`src/rtl/fetch_pkg.sv`:
```
// Shared types and constants for the instruction fetch stage and its consumers.
// Holds the FSM encoding, the default bubble word and the instruction field layout.
package fetch_pkg;

   typedef enum logic [1:0] {
      BOOT = 2'd0,
      RUN  = 2'd1,
      HOLD = 2'd2
   } fetch_state_t;

   localparam logic [31:0] NOP_DEFAULT = 32'h0000_0000;

   // Field positions used by the decoder
   localparam int OP_MSB = 31;
   localparam int OP_LSB = 28;
   localparam int RD_MSB = 27;
   localparam int RD_LSB = 22;
   localparam int RS_MSB = 21;
   localparam int RS_LSB = 16;
   localparam int RT_MSB = 15;
   localparam int RT_LSB = 10;

   function automatic logic [15:0] sat_inc16(input logic [15:0] v);
      return (v == 16'hFFFF) ? v : v + 16'd1;
   endfunction

endpackage

```
`src/rtl/fetch_pc_gen.sv`:
```
// Program counter register with next-PC selection; arithmetic wraps modulo 2^32.
// Redirect wins over sequential advance; otherwise the PC holds.
module pc_gen #(
   parameter logic [31:0] RESET_PC = 32'h0000_0000,
   parameter logic [31:0] PC_STEP  = 32'd1
) (
   input  logic        clk,
   input  logic        rst,
   input  logic        advance,
   input  logic        redirect,
   input  logic [31:0] redirect_pc,
   output logic [31:0] pc
);

   logic [31:0] pc_nxt;

   always_comb begin
      pc_nxt = pc;
      if (redirect)     pc_nxt = redirect_pc;
      else if (advance) pc_nxt = pc + PC_STEP;
   end

   always_ff @(posedge clk or posedge rst) begin
      if (rst) pc <= RESET_PC;
      else     pc <= pc_nxt;
   end

endmodule

```
`src/rtl/fetch_stage.sv`:
```
// Instruction fetch stage: BOOT/RUN/HOLD control, IF/ID register and activity counters.
// A stall freezes everything except the stall counter; a redirect overrides it and squashes ID.
module fetch_stage
   import fetch_pkg::*;
#(
   parameter logic [31:0] RESET_PC  = 32'h0000_0000,
   parameter logic [31:0] PC_STEP   = 32'd1,
   parameter logic [31:0] NOP_INSTR = NOP_DEFAULT
) (
   input  logic        clk,
   input  logic        rst,
   output logic [31:0] imem_addr,
   input  logic [31:0] imem_data,
   input  logic        stall,
   input  logic        redirect,
   input  logic [31:0] redirect_pc,
   output logic [31:0] instr_out,
   output logic [31:0] pc_out,
   output logic        valid_out,
   output logic        id_kill,
   output logic [15:0] stall_cnt,
   output logic [15:0] fetch_cnt
);

   fetch_state_t state, state_nxt;
   logic         do_fetch, do_hold;
   logic [31:0]  pc;

   always_ff @(posedge clk or posedge rst) begin
      if (rst) state <= BOOT;
      else     state <= state_nxt;
   end

   always_comb begin
      state_nxt = state;
      do_fetch  = 1'b0;
      do_hold   = 1'b0;
      if (redirect) begin
         state_nxt = RUN;
      end else begin
         case (state)
            BOOT: state_nxt = RUN;
            RUN, HOLD: begin
               if (stall) begin
                  state_nxt = HOLD;
                  do_hold   = 1'b1;
               end else begin
                  state_nxt = RUN;
                  do_fetch  = 1'b1;
               end
            end
            default: state_nxt = BOOT;
         endcase
      end
   end

   pc_gen #(
      .RESET_PC (RESET_PC),
      .PC_STEP  (PC_STEP)
   ) u_pc_gen (
      .clk         (clk),
      .rst         (rst),
      .advance     (do_fetch),
      .redirect    (redirect),
      .redirect_pc (redirect_pc),
      .pc          (pc)
   );

   assign imem_addr = pc;

   // pc_out is left untouched on redirect; valid_out=0 marks the bubble instead
   always_ff @(posedge clk or posedge rst) begin
      if (rst) begin
         instr_out <= NOP_INSTR;
         pc_out    <= 32'h0;
         valid_out <= 1'b0;
         id_kill   <= 1'b0;
         stall_cnt <= 16'h0;
         fetch_cnt <= 16'h0;
      end else begin
         id_kill <= redirect;
         if (redirect) begin
            instr_out <= NOP_INSTR;
            valid_out <= 1'b0;
         end else if (do_fetch) begin
            instr_out <= imem_data;
            pc_out    <= pc;
            valid_out <= 1'b1;
            fetch_cnt <= sat_inc16(fetch_cnt);
         end else if (do_hold) begin
            stall_cnt <= sat_inc16(stall_cnt);
         end
      end
   end

endmodule
```
`config.mk`:
```
export PLATFORM = sky130hd
export DESIGN_NAME = fetch_stage
export DESIGN_NICKNAME = d
export VERILOG_FILES = /design/src/rtl/fetch_pkg.sv /design/src/rtl/fetch_pc_gen.sv /design/src/rtl/fetch_stage.sv
export SDC_FILE = /design/constraint.sdc
export NUM_CORES = 1
export LEC_CHECK = 0
export BUFFER_PORTS_ARGS = -buffer_cell sky130_fd_sc_hd__buf_2
export CAP_MARGIN = 20
export CORE_UTILIZATION = 55
export CTS_CLUSTER_SIZE = 24
export DETAILED_ROUTE_END_ITERATION = 16
export GPL_TIMING_DRIVEN = 0
export PLACE_DENSITY = 0.95
export SYNTH_ARGS = -nofsm -noshare
export SYNTH_HDL_FRONTEND = slang
export SYNTH_SLANG_ARGS = --single-unit
```
`constraint.sdc`:
```
create_clock -name clk -period 7.7 [get_ports clk]
set_clock_uncertainty 0.05 [all_clocks]
set_input_delay 1.155 -clock clk [delete_from_list [all_inputs] [get_ports clk]]
set_output_delay 1.155 -clock clk [all_outputs]
set_load 0.05 [all_outputs]
```
==> results.py, run 1 <==
metrics = {
    "detailed_routing": {
        "dr_total_vias": 5719,
        "wl_per_cell_um": 17.4,
        "vias_per_cell": 5.84,
        "dr.pass1.iters": 6,
        "dr.first_iter.drc_count": 493,
        "detail_route.wirelength_um": 17000,
        "antenna_left": 0,
        "route.detailed.drc": 0,
    },
    "worst_hold_path": {
        "worst_hold_path.num_cells": 2,
        "worst_hold_path.endpoint": "pc_out[22]$_DFFE_PP0P_",
        "min_delay_src": "pc_out[22]$_DFFE_PP0P_",
        "min-delay-path-class": "reg -> reg",
    },
    "timing": {
        "setup_total_negative_slack_ns": 0,
        "timing_max_transition_violations_final": 0,
        "slew_headroom_pct": 44.1,
        "final_min_period_ns": 2.80,
        "post-route-period-util_pct": 36.4,
        "tightest_slew_ns": 0.831,
        "rsz_0062_raised_after_global_routing": "no",
        "setup_viol": 0,
        "final-hold-violation-count": 0,
        "max_clock_freq_ghz": 0.357,
    },
    "worst_setup_path": {
        "worstRegToRegCells": 8,
        "worst_r2r_startpoint": "state[0]$_DFF_PP0_",
        "cp_max_fo": 10,
        "startpoint_type": "input port",
        "critical_path_class": "in -> reg",
        "timing.critical_path.required_ns": 8.08,
        "regToRegEndpoint": "fetch_cnt[2]$_DFFE_PP0P_",
        "cp.arrival_ns": 3.18,
        "worstSetupEndpointType": "register",
        "r2r_slack_ns": 5.07,
    },
    "final_layout": {
        "register_area_um2": 3300,
        "layout_commonest_cell": "buf_2",
        "final_layout_size_suffix_gt1_share_pct": 32.3,
        "multi_input_area_um2": 2710,
        "layout.filler_cells": 804,
        "area_growth_pct": 28.6,
        "number_of_antenna_diodes": 0,
        "mostFrequentLayoutCells": "buf_2 (199), dfrtp_1 (132), nand2_1 (110), a21oi_1 (40), mux2_2 (32)",
        "num-nets-final": 900,
    },
    "clock_network": {
        "htree_levels": 4,
        "clock_latency_ns": 0.52,
        "postCtsSetupBuffers": 0,
        "cts.hold.buffers_added": 0,
        "cts_root_buffer": "clkbuf_8",
        "clkSlewWorstSetupHoldPaths_ns": 0.06,
        "total_cts_buffers": 17,
        "post_cts.resized_instances": 0,
        "numClockSinks": 132,
        "clock_path_buffers": 2,
        "tritoncts": "done",
    },
    "logic_synthesis": {
        "synth_cell_type_count": 52,
        "ys.flop_type": "dfrtp_1",
        "syn_area_um2": 6190,
        "synth_cells": 611,
        "synth-seq-area-share_pct": 53.4,
        "avgSynthCellArea_um2": 10.1,
        "postSynthNetCount": 684,
        "synth.ff_latch_count": 132,
        "synth_async_sr_flop_share_pct": 100,
        "ys_warn_count": 0,
        "synth_edf_count": 0,
    },
    "global_route": {
        "grt_antenna_before_repair": 1,
        "grt_pass1_wl_um": 26600,
        "gr-usage-all-layers_pct": 30.0,
        "globalRoute.totalOverflow": 0,
        "grt_pass1_vias": 5346,
        "grt_start_max_net_pins": 79,
    },
    "floorplanning": {
        "die_h_um": 108,
        "core_region_area_um2": 10900,
        "num_io_pins": 198,
        "floorplan.die.width_um": 108,
        "fp-row-count": 38,
        "die_area_um2": 11700,
        "initial_core_util_pct": 56.9,
    },
    "power_and_ir_drop": {
        "cellLeakagePower_uw": 0.00381,
        "vdd.ir_drop.worst_uv": 345,
        "total_power_uw": 2500,
        "power_density_nw_per_um2": 315,
    },
    "flow_run": {
        "max-cap-violations": 0,
    },
    "place": {
        "hpwl_um": 11700,
        "gp_congestion": 0.868,
        "port_buffers": 196,
    },
    "status": {
        "run_status": "finished clean",
    },
}
how the worst max path moves through the flow:
| stage | start | cells after the start | slack (ns) | to |
|---|---|---|---|---|
| finish | redirect | 7 | 4.90 | fetch_cnt[2]$_DFFE_PP0P_ |
| global route | redirect | 7 | 4.81 | fetch_cnt[2]$_DFFE_PP0P_ |
| CTS | redirect | 7 | 4.95 | fetch_cnt[2]$_DFFE_PP0P_ |
| global placement | rst | 2 | 1.55 | pc_out[17]$_DFFE_PP0P_ |
| detailed placement | redirect | 5 | 4.47 | pc_out[4]$_DFFE_PP0P_ |
| floorplan | rst | 1 | 2.97 | fetch_cnt[0]$_DFFE_PP0P_ |
flip-flops by register name, indices dropped and copies added (netlist names):
name         flops
fetch_cnt       16
id_kill          1
instr_out       32
pc_out          32
stall_cnt       16
state            2
u_pc_gen.pc     32
valid_out        1
worst max-delay path: stages:
cell and delay [ns]:
buf_2 0.12, clkbuf_1 0.26, nor3b_2 0.60, clkbuf_1 0.59, nand2_1 0.10, a21oi_1 0.18
xor2_1 0.18
stage by stage:
stage               setup WS (ns)  utilization (%)  cells  hold WS [ns]  area (um^2)
floorplan                    2.97                -    611         0.514         6190
CTS                          4.95             73.1    980         0.431         7960
global route                 4.81             73.1    980         0.456         7960
finish                       4.90             73.1    980         0.430         7960
global placement             1.55             67.5    947         0.408         7350
detailed placement           4.47             67.8    948         0.416         7380
power breakdown:
group          switching, uW  leakage, uW  internal (uW)
Sequential               106      0.00165            810
Clock                    286     0.000281            494
Combinational            607      0.00188            200
layout make-up:
| class | instances | share of cell area, % |
|---|---|---|
| Clock buffer | 24 | 6.04 |
| Inverter | 12 | 0.629 |
| Timing Repair Buffer | 197 | 12.7 |
| Multi-Input combinational cell | 437 | 34.1 |
| Clock inverter | 8 | 1.24 |
| Sequential cell | 132 | 41.5 |
| Tap cell | 140 | 2.20 |
| Buffer | 30 | 1.65 |
synthesized netlist by cell type (12+ instances only):
cell type	n	area share, %
clkbuf_1	24	1.5
xor2_1	19	2.7
inv_1	12	0.73
nand3_1	24	1.9
nand4_1	17	1.7
nor2_1	23	1.4
o31ai_1	12	1.5
mux2_2	32	5.8
dfrtp_1	132	53
or4_1	13	1.6
a21oi_1	40	3.2
nand2_1	110	6.7
nor3_1	12	0.97
xnor2_1	13	1.8
o21ai_0	22	1.8
a31oi_1	17	1.7
per-layer routing:
layer / track usage [%] / part of all wire, %
met5: 0 / 0
met4: 14.5 / 3.7
met3: 8.68 / 8.1
met2: 47.4 / 49
met1: 37.9 / 39
logic make-up (layout without fill, tap and decap cells):
logic type | after synthesis | in the layout | synth area share, %
buf+inv | 42 | 271 | 2.85
simple gates | 262 | 262 | 22.2
flops | 132 | 132 | 53.4
compound gates | 104 | 104 | 9.96
xor+xnor | 32 | 32 | 4.53
fa+ha+maj | 5 | 5 | 1.01
mux | 34 | 34 | 6.14
Power figures use the tool's default switching activity.
==> inputs of run 2 (changes only) <==
CORE_UTILIZATION = 46   (was 55)
PLACE_DENSITY = 0.88   (was 0.95)
clock period = 2.3 ns   (was 7.7 ns; I/O delays follow)
==> run 2 against run 1 <==
Via count down 0.31%. Clock power rose to 3.1 times the previous value. Register-to-register slack worse by 5.1 ns. Critical path depth up 1. Combinational power rose to 3.4 times the previous value. Worst setup slack worse by 4.9 ns. Power rose to 3.3 times the previous value. Sequential share of layout area down 1.0 points. Largest power group unchanged.
==> results.py, run 2 (synthesized netlist as in run 1, its figures left out) <==
metrics = {
    "status": {
        "run_status": "finished clean",
    },
    "clock_network": {
        "cts_root_buffer": "clkbuf_16",
        "tritoncts": "done",
        "clock_path_buffers": 2,
        "htree_levels": 4,
        "numClockSinks": 132,
        "clkSlewWorstSetupHoldPaths_ns": 0.06,
        "total_cts_buffers": 17,
        "clock_latency_ns": 0.41,
    },
    "worst_setup_path": {
        "r2r_slack_ns": 0.008,
        "regToRegEndpoint": "u_pc_gen.pc[17]$_DFFE_PP0P_",
        "startpoint_type": "register",
        "critical_path_class": "reg -> reg",
        "cp.arrival_ns": 2.57,
        "worst_path_max_delay_cell": "or4_4",
        "timing.critical_path.required_ns": 2.58,
        "crit_path_cell_trace": "inv_1 -> ha_4 -> buf_6 -> nand4b_4 -> or3_4 -> buf_6 -> or4_4 -> a31oi_4",
        "worstSetupEndpointType": "register",
        "crit_path_frequent_cell": "buf_6",
        "worstRegToRegCells": 8,
        "cp_max_fo": 10,
        "critPathMaxStageDelay_ns": 0.53,
        "worst_r2r_startpoint": "state[0]$_DFF_PP0_",
    },
    "place": {
        "post-place-cells": 986,
        "dp_worst_setup_slack_ns": -0.342,
        "gp_congestion": 0.799,
        "hpwl_um": 12000,
        "port_buffers": 196,
    },
    "detailed_routing": {
        "dr.pass1.iters": 5,
        "top_layer_used": "met4",
        "route.detailed.drc": 0,
        "dr.first_iter.drc_count": 392,
        "route.met2.wl_um": 8280,
        "vias_per_cell": 5.52,
        "m1WireLength_um": 7330,
        "wl_per_cell_um": 16.3,
        "dr_total_vias": 5701,
        "met3RoutedLength_um": 797,
        "antenna_left": 0,
        "detail_route.wirelength_um": 16800,
    },
    "final_layout": {
        "final_util_pct": 61.9,
        "layout.filler_cells": 1135,
        "num-nets-final": 915,
        "layout_top_registers": "instr_out x32, pc_out x32, u_pc_gen.pc x32",
        "area_growth_pct": 31.8,
        "mostFrequentLayoutCells": "buf_2 (199), dfrtp_1 (132), nand2_1 (110), a21oi_1 (40), mux2_2 (32)",
        "stdcell_count": 1033,
        "final_layout_size_suffix_gt1_share_pct": 34.4,
        "layout_commonest_cell": "buf_2",
    },
    "power_and_ir_drop": {
        "cellLeakagePower_uw": 0.00390,
        "power.sequential.fraction_pct": 37.3,
        "vdd.ir_drop.worst_uv": 771,
        "switching_share_pct": 40.4,
        "internal_power_summed_over_all_cells_uw": 4900,
        "power_density_nw_per_um2": 1010,
        "p_comb_share_pct": 33.5,
        "power.switching_uw": 3320,
        "clock_power_share_pct": 29.2,
    },
    "timing": {
        "final_min_period_ns": 2.29,
        "timing_max_transition_violations_final": 0,
        "post-route-period-util_pct": 99.6,
        "final-hold-violation-count": 0,
        "setup_viol": 0,
        "tightest_slew_ns": 0.661,
        "rsz_0062_raised_after_global_routing": "yes",
        "fin_hold_ws_ns": 0.0231,
        "post-route-worst-setup-slack_ns": 0.00817,
        "slew_headroom_pct": 54.8,
        "max_clock_freq_ghz": 0.436,
    },
    "global_route": {
        "grt_antenna_before_repair": 2,
        "gr-usage-all-layers_pct": 24.5,
        "grt_pass1_vias": 5230,
        "grt_start_max_net_pins": 42,
        "globalRoute.totalOverflow": 0,
        "grt_pass1_wl_um": 26700,
    },
    "floorplanning": {
        "die_area_um2": 13900,
        "floorplan.die.width_um": 118,
        "initial_core_util_pct": 46.9,
        "die_h_um": 118,
        "fp-row-count": 42,
        "num_io_pins": 198,
        "core_region_area_um2": 13200,
    },
    "flow_run": {
        "max-cap-violations": 0,
    },
    "worst_hold_path": {
        "worst_hold_path.endpoint": "id_kill$_DFF_PP0_",
        "min-delay-path-class": "in -> reg",
        "min_delay_src": "redirect",
        "worst_hold_path.num_cells": 1,
    },
}
## run 2: cell count changes in the layout (fill, tap and decap cells not counted), moves of 2 or more
cell	previous run	this run
nor3_2	0	2
bufinv_16	2	0
diode_2	0	3
buf_4	0	11
clkbuf_1	27	24
nor3_1	12	10
clkinv_2	3	5
clkbuf_2	0	5
buf_12	0	3
## run 2: layout make-up
class                      instances  area (um^2)  share of cell area (%)
buffer                            30          144                    1.76
clock buffer                      26          499                    6.12
clock inverter                     5         25.0                   0.307
antenna                            3         7.51                  0.0920
inverter                          12         48.8                   0.598
timing repair buffer             212         1140                    14.0
tap                              176          220                    2.70
multi-input combinational        437         2770                    34.0
sequential                       132         3300                    40.5
## run 2: metal layers
layer,GRT usage [%],vias to the layer above
met5,0,-
met4,9.78,0
met3,5.96,36
met2,39.7,194
met1,31.5,2820
li1,-,2651
## run 2: worst max-delay path: cells and delay by family (launching register included)
kind	cells	cell delay [ns]
compound gates	1	0.18
fa+ha+maj	1	0.27
buf+inv	3	0.35
flops	1	0.36
simple gates	3	1.00
## run 2: power by group through the flow
stage / combinational, uW / sequential [uW] / clock, uW
after detailed placement: 2700 / 3090 / 0
after CTS: 2730 / 3060 / 2440
after global routing: 2900 / 3120 / 2550
after global placement: 2650 / 3070 / 0
after floorplan: 664 / 4400 / 0
final: 2750 / 3070 / 2400
## run 2: timing repair
action,CTS,global route
pin swaps,2,6
gates resized for setup,9,9
hold buffers,1,0
cloned,1,0
setup buffers,1,10
setup endpoints to repair,39,28
hold endpoints to repair,19,0
## run 2: stage by stage
step | setup TNS (ns) | power [uW] | area, um^2
floorplan | 0 | 5060 | 6190
CTS | 0 | 8230 | 8040
detailed placement | -7.72 | 5790 | 7460
global placement | -84.30 | 5720 | 7400
finish | 0 | 8210 | 8160
global route | -0.0930 | 8570 | 8160
## run 2: worst max path at each step
stage | endpoint | slack, ns | depth (start not counted) | start
floorplan | u_pc_gen.pc[18]$_DFFE_PP0P_ | 0.02 | 5 | u_pc_gen.pc[0]$_DFFE_PP0P_
global placement | stall_cnt[12]$_DFFE_PP0P_ | -0.60 | 2 | rst
detailed placement | fetch_cnt[6]$_DFFE_PP0P_ | -0.34 | 8 | state[1]$_DFF_PP0_
CTS | stall_cnt[9]$_DFFE_PP0P_ | 0.004 | 7 | state[1]$_DFF_PP0_
global route | u_pc_gen.pc[17]$_DFFE_PP0P_ | -0.04 | 8 | state[0]$_DFF_PP0_
finish | u_pc_gen.pc[17]$_DFFE_PP0P_ | 0.008 | 8 | state[0]$_DFF_PP0_
